$ cat src/rtl/bad_hash_client_pkg.sv
// Shared types for the hash-engine client: FSM states, default key and result entry.
package bad_hash_client_pkg;

  localparam logic [31:0] DEFAULT_KEY = 32'h1ea14969;

  typedef enum logic [1:0] {
    IDLE  = 2'd0,
    ISSUE = 2'd1,
    WAIT  = 2'd2
  } state_t;

  typedef struct packed {
    logic        err;
    logic [31:0] data;
  } result_t;

endpackage

$ cat src/rtl/bad_hash_client_fifo.sv
// Two-entry result buffer; head visible combinationally, push and pop may coincide.
module bad_hash_client_fifo
  import bad_hash_client_pkg::*;
(
  input  logic    clk,
  input  logic    reset,
  input  logic    push,
  input  result_t push_data,
  input  logic    pop,
  output logic    full,
  output logic    empty,
  output result_t head
);

  result_t    mem [2];
  logic       wr_ptr;
  logic       rd_ptr;
  logic [1:0] count;
  logic       do_push;
  logic       do_pop;

  assign full    = (count == 2'd2);
  assign empty   = (count == 2'd0);
  assign do_pop  = pop && !empty;
  // When full, a simultaneous pop frees the slot the push is about to write.
  assign do_push = push && (!full || do_pop);
  assign head    = mem[rd_ptr];

  always_ff @(posedge clk) begin
    if (reset) begin
      for (int i = 0; i < 2; i++) mem[i] <= '0;
      wr_ptr <= 1'b0;
      rd_ptr <= 1'b0;
      count  <= 2'd0;
    end else begin
      if (do_push) begin
        mem[wr_ptr] <= push_data;
        wr_ptr      <= ~wr_ptr;
      end
      if (do_pop) rd_ptr <= ~rd_ptr;
      count <= count + {1'b0, do_push} - {1'b0, do_pop};
    end
  end

endmodule

$ cat src/rtl/bad_hash_client.sv
// Issues one word at a time to an XOR hash engine, times out stalled requests, buffers results.
// Optional response check and err_count enabled by BAD_HASH_CLIENT_CHECK_EN.
module bad_hash_client
  import bad_hash_client_pkg::*;
#(
  parameter logic [31:0] KEY     = DEFAULT_KEY,
  parameter int          TIMEOUT = 15
) (
  input  logic        clk,
  input  logic        reset,
  input  logic        cmd_valid,
  input  logic [31:0] cmd_data,
  output logic        cmd_ready,
  output logic [31:0] eng_in_data,
  output logic        eng_in_ready,
  input  logic [31:0] eng_out_data,
  input  logic [31:0] eng_out_ready,
  output logic        rsp_valid,
  output logic [31:0] rsp_data,
  output logic        rsp_err,
`ifdef BAD_HASH_CLIENT_CHECK_EN
  output logic [7:0]  err_count,
`endif
  input  logic        rsp_ready
);

  localparam logic [7:0] TMO = 8'(TIMEOUT);

  state_t      state_q, state_d;
  logic [31:0] word_q, word_d;
  logic [7:0]  cnt_q, cnt_d;
  logic        push;
  result_t     push_res;
  result_t     head;
  logic        fifo_full;
  logic        fifo_empty;
  logic        check_fail;
  logic        unused_bits;

  assign unused_bits = ^{eng_out_ready[31:1], KEY};

`ifdef BAD_HASH_CLIENT_CHECK_EN
  assign check_fail = ((eng_out_data ^ KEY) != word_q);
`else
  assign check_fail = 1'b0;
`endif

  always_ff @(posedge clk) begin
    if (reset) begin
      state_q <= IDLE;
      word_q  <= '0;
      cnt_q   <= '0;
    end else begin
      state_q <= state_d;
      word_q  <= word_d;
      cnt_q   <= cnt_d;
    end
  end

  always_comb begin
    state_d      = state_q;
    word_d       = word_q;
    cnt_d        = cnt_q;
    cmd_ready    = 1'b0;
    eng_in_ready = 1'b0;
    push         = 1'b0;
    push_res     = '0;
    case (state_q)
      IDLE: begin
        cmd_ready = !fifo_full;
        if (cmd_valid && !fifo_full) begin
          word_d  = cmd_data;
          state_d = ISSUE;
        end
      end
      ISSUE: begin
        eng_in_ready = 1'b1;
        cnt_d        = '0;
        state_d      = WAIT;
      end
      WAIT: begin
        // A response arriving on the timeout cycle takes priority.
        if (eng_out_ready[0]) begin
          push          = 1'b1;
          push_res.err  = check_fail;
          push_res.data = eng_out_data;
          state_d       = IDLE;
        end else if (cnt_q + 8'd1 == TMO) begin
          push          = 1'b1;
          push_res.err  = 1'b1;
          push_res.data = '0;
          state_d       = IDLE;
        end else begin
          cnt_d = cnt_q + 8'd1;
        end
      end
      default: state_d = IDLE;
    endcase
  end

  assign eng_in_data = word_q;

  bad_hash_client_fifo u_fifo (
    .clk       (clk),
    .reset     (reset),
    .push      (push),
    .push_data (push_res),
    .pop       (rsp_valid && rsp_ready),
    .full      (fifo_full),
    .empty     (fifo_empty),
    .head      (head)
  );

  assign rsp_valid = !fifo_empty;
  assign rsp_data  = head.data;
  assign rsp_err   = head.err;

`ifdef BAD_HASH_CLIENT_CHECK_EN
  always_ff @(posedge clk) begin
    if (reset) begin
      err_count <= '0;
    end else if (push && push_res.err && err_count != 8'hff) begin
      err_count <= err_count + 8'd1;
    end
  end
`endif

endmodule

$ cat config.mk
export PLATFORM = sky130hd
export DESIGN_NAME = bad_hash_client
export DESIGN_NICKNAME = d
export VERILOG_FILES = /design/src/rtl/bad_hash_client_pkg.sv /design/src/rtl/bad_hash_client_fifo.sv /design/src/rtl/bad_hash_client.sv
export SDC_FILE = /design/constraint.sdc
export NUM_CORES = 1
export LEC_CHECK = 0
export ABC_AREA = 1
export CELL_PAD_IN_SITES_DETAIL_PLACEMENT = 1
export CELL_PAD_IN_SITES_GLOBAL_PLACEMENT = 1
export CORE_MARGIN = 4
export CORE_UTILIZATION = 36
export CTS_CLUSTER_SIZE = 14
export DETAILED_ROUTE_END_ITERATION = 12
export PLACE_DENSITY = 0.82
export SETUP_SLACK_MARGIN = 0.1
export SYNTH_ARGS = -nofsm -noshare
export SYNTH_HDL_FRONTEND = slang
export SYNTH_SLANG_ARGS = --single-unit
$ cat constraint.sdc
create_clock -name clk -period 6.7 [get_ports clk]
set_input_delay 1.34 -clock clk [delete_from_list [all_inputs] [get_ports clk]]
set_output_delay 1.34 -clock clk [all_outputs]
set_load 0.01 [all_outputs]
# Word-level counts from Yosys, hierarchy flattened
# Memory sizes are Yosys's and may differ from the RTL's. A register that Yosys moved wholly into a read port is not among the register bits.
# Cells that the tools add are included.
# totals
regBits	46
mem_bits_rw	66
in_bits	100
out_inout_bits	68
elab_cells	59
memories	1
# op_classes
n_addsub	3
n_eq_ne	8
n_mux	25
bitwise	2
reduce_logical	14
# mem_list
name	depth	word_bits	read_ports	rd_clocked_by_memory_dff	write_ports	line_no	rtl
u_fifo.mem	2	33	1	1	2	bad_hash_client_fifo.sv:15	result_t mem [2];
# op_table
cell	count
$mux 33	4
$reduce_or 33->1	1
$mux 8	2
$pmux 8 s2	1
$mux 1	14
$add 8x1->8 const B	1
$eq 8x4->1 const B	1
$mux 2	3
$ne 2x2->1 const B	3
$pmux 2 s3	1
$eq 2x2->1 const B	2
$logic_and 1x1->1	4
$logic_not 2->1	2
$reduce_and 2->1	2
$ne 3x3->1 const B	1
$reduce_and 3->1	1
$add 2x1->2	1
$eq 2x1->1 const B	1
$logic_not 1->1	2
$not 1->1	2
$reduce_bool 2->1	1
$sub 2x1->2	1
$logic_or 1x1->1	1

# Depth between registers and ports, before layout
# depth
depth_word	11
mapped_depth	15
depth_no_buf	15

# Modules after synthesis
# From an unflattened synthesis, not the netlist that was laid out.
# unflattened
hier_cells	555
hier_area_um2	5142.4
# modules_own_cells
module	instances	cells_per_inst	area_per_inst_um2	seq_area_each_um2
bad_hash_client_fifo	1	250	3154.3	2082.0
bad_hash_client	1	305	1988.2	840.8

# Worst setup path before layout
# No wires, ideal clock.
# synth_path
path_type	input-to-reg
from	input reset
to	memory u_fifo.mem[0][0] (netlist bit), enable pin
setup_time_ns	0.485
t_arrival_ns	2.710
required_time_ns	6.215
setup_slack_ns	3.505
stages	5
path_buffers	2
cell_sequence	clkbuf_1 clkinv_1 nand4_4 buf_6 nand2_1
# synth_lines
item	line_no	rtl
from (decl)	bad_hash_client.sv:10	input logic reset,
to (decl)	bad_hash_client_fifo.sv:15	

==> metrics.csv <==
metric;value;unit
antenna_found_initial;0;
syn_to_final_growth;42.92;%
gp_congestion;0.7972;
cts_tree;built;
rows;42;
path_max_fanout;33;
vias;3938;
synth_cell_types;24;
crit_type;reg -> out;
ant_nets;0;
routed_wl;13070;um
core;13190;sq um
reg2reg_to;u_fifo.mem[1][11];
clock_latency;410;ps
finalClockSkew;10.26;ps
fp.dieH;124.1;um
switchingPower;0.6083;mW
path_clk_slew;50;ps
netSwitchingFraction;0.2708;
grt_pass1_wl;20900;um
final_common_cell;clkdlybuf4s50_1;
ios;168;
dr.first_iter.drc_count;192;
port_buffers;136;
syn_nets;584;
start_kind;flop;
rr_worst_depth;10;
slew_violations;0;
post-place-ws;3002;ps
post_cts_buffers;0;
syn_avg_cell_area;10.10;sq um
synth_edf_count;66;
r2r-start;cnt_q[1];
rsz0062_at_grt;no;
synth.cell_area;4848;sq um
cts_buffers;17;
post-route-drc-count;0;
holdPathStages;2;
hold_end;eng_in_data[14];
wl_per_cell;16.28;um
fp.dieW;124.1;um
grt.total_usage;0.1781;
relSlewSlack;0.2478;
vias_per_cell;4.904;
finalCriticalPeriod;3403;ps
final_cell_mix;clkdlybuf4s50_1, nand2_1, nor2_1;
htree_levels;4;
synth_seq_area_share;0.6028;
finalSetupViolCount;0;
async_flop_share;0;
p_int;1.638;mW
clkPwrFrac;0.399;
fillerInstances;1445;
cts-root-buf;clkbuf_16;
power.density;324.2;nW/um^2
yosysWarnings;0;
worstMarginPinSlew;1126;ps
critPathArrivalTime;2060;ps
syn_inst;480;
synth_seq_cells;113;
hold_violations;0;
finalCritPeriodShare;0.5080;
setup_slack;3297;ps
peakVddDrop;0.1494;mV
crit_path_end_kind;output pin;
critical_path_required;5360;ps
grt_pass1_vias;4243;
die_area;15390;sq um
finalSetupTns;0;ps
clock-sinks;113;
antennaDiodeCount;0;
cap_violations;0;
status;completed;
layout-drive-gt1-share;0.1340;
p_comb_frac;0.238;
reg2reg_slack;3750;ps
ys.flop_type;edfxtp_1;
ctsResizeCount;0;
p_leak;2.438;nW
hpwl;8649;um
initial_core_util;0.3676;
clk_path_buf_depth;2;
min_from;eng_in_data[14];
gr-total-overflow;0;
cts_hold_buffers;0;
seqPwrFrac;0.363;
nets;718;
firstDrtPassIters;4;
hp-class;reg -> reg;
grt_start_max_net_pins;43;
max_freq;0.2938;GHz
routing by layer:
layer,global-route usage,part of all wire,vias to the layer above
met5,0,0,-
met4,0.05681,0.0087,0
met3,0.07584,0.084,12
met2,0.3111,0.51,121
met1,0.1954,0.40,1916
li1,-,-,1889
cell usage after synthesis (5+ instances only):
library cell	n	area, sq um
nand3_1	47	235.2
clkbuf_1	20	75.07
edfxtp_1	66	1982
inv_1	18	67.56
nand2_1	92	345.3
buf_6	6	67.56
dfxtp_1	47	940.9
nor2_2	5	31.28
nor2_1	76	285.3
mux2_2	33	371.6
a21oi_1	44	220.2
power groups by stage:
| stage | Sequential, mW | Clock, mW | Combinational, mW |
|---|---|---|---|
| after global routing | 0.822 | 0.951 | 0.588 |
| after global placement | 0.824 | 0 | 0.526 |
| after CTS | 0.816 | 0.915 | 0.547 |
| final | 0.816 | 0.896 | 0.534 |
| after detailed placement | 0.829 | 0 | 0.540 |
| after floorplan | 0.835 | 0 | 0.264 |
sequential cells by signal, indices dropped and copies added, names as in the netlist, named ones only:
signal / count
eng_in_data: 32
u_fifo.count: 2
u_fifo.mem: 66
u_fifo.rd_ptr: 1
u_fifo.wr_ptr: 1
state_q: 2
cnt_q: 8
layout make-up:
type / count / area (sq um) / share of cell area
Inverter: 20 / 75.07 / 0.01083
Multi-Input combinational cell: 319 / 1705 / 0.2461
Tap cell: 176 / 220.2 / 0.03178
Clock buffer: 17 / 425.4 / 0.06139
Timing Repair Buffer: 143 / 1414 / 0.2040
Sequential cell: 113 / 2923 / 0.4218
Clock inverter: 15 / 166.4 / 0.02402
critical path: stages (launching register included):
cell,delay (ps)
dfxtp_1,320
buf_4,410
mux2_2,390
clkdlybuf4s50_1,510
kinds of logic after synthesis:
| family | share of synthesized area |
|---|---|
| compound gates | 0.05006 |
| xor+xnor | 0.003614 |
| fa+ha+maj | 0.01032 |
| buf+inv | 0.04696 |
| flops | 0.6028 |
| mux | 0.07665 |
| simple gates | 0.2095 |
worst max path at each step:
| stage | start | endpoint | slack [ps] | depth (start not counted) |
|---|---|---|---|---|
| after global routing | flop | rsp_data[16] | 3220 | 3 |
| final | flop | rsp_data[16] | 3300 | 3 |
| after detailed placement | rsp_ready | u_fifo.mem[1][6] | 3000 | 8 |
| after floorplan | reset | u_fifo.mem[0][0] | 3500 | 5 |
| after CTS | flop | rsp_data[23] | 3250 | 3 |
| after global placement | rsp_ready | u_fifo.mem[0][6] | 3020 | 8 |
stage by stage:
step	power [mW]	std cells	hold slack [ps]	cell area (sq um)	util
2_1_floorplan	1.100	480	425.2	4848	-
3_3_place_gp	1.350	771	436.1	6337	0.4805
3_5_place_dp	1.369	771	453.9	6337	0.4805
4_1_cts	2.278	803	462.0	6929	0.5253
5_1_grt	2.361	803	477.1	6929	0.5253
6_report	2.246	803	462.3	6929	0.5253
No activity file was read; power rests on OpenSTA's default activity.
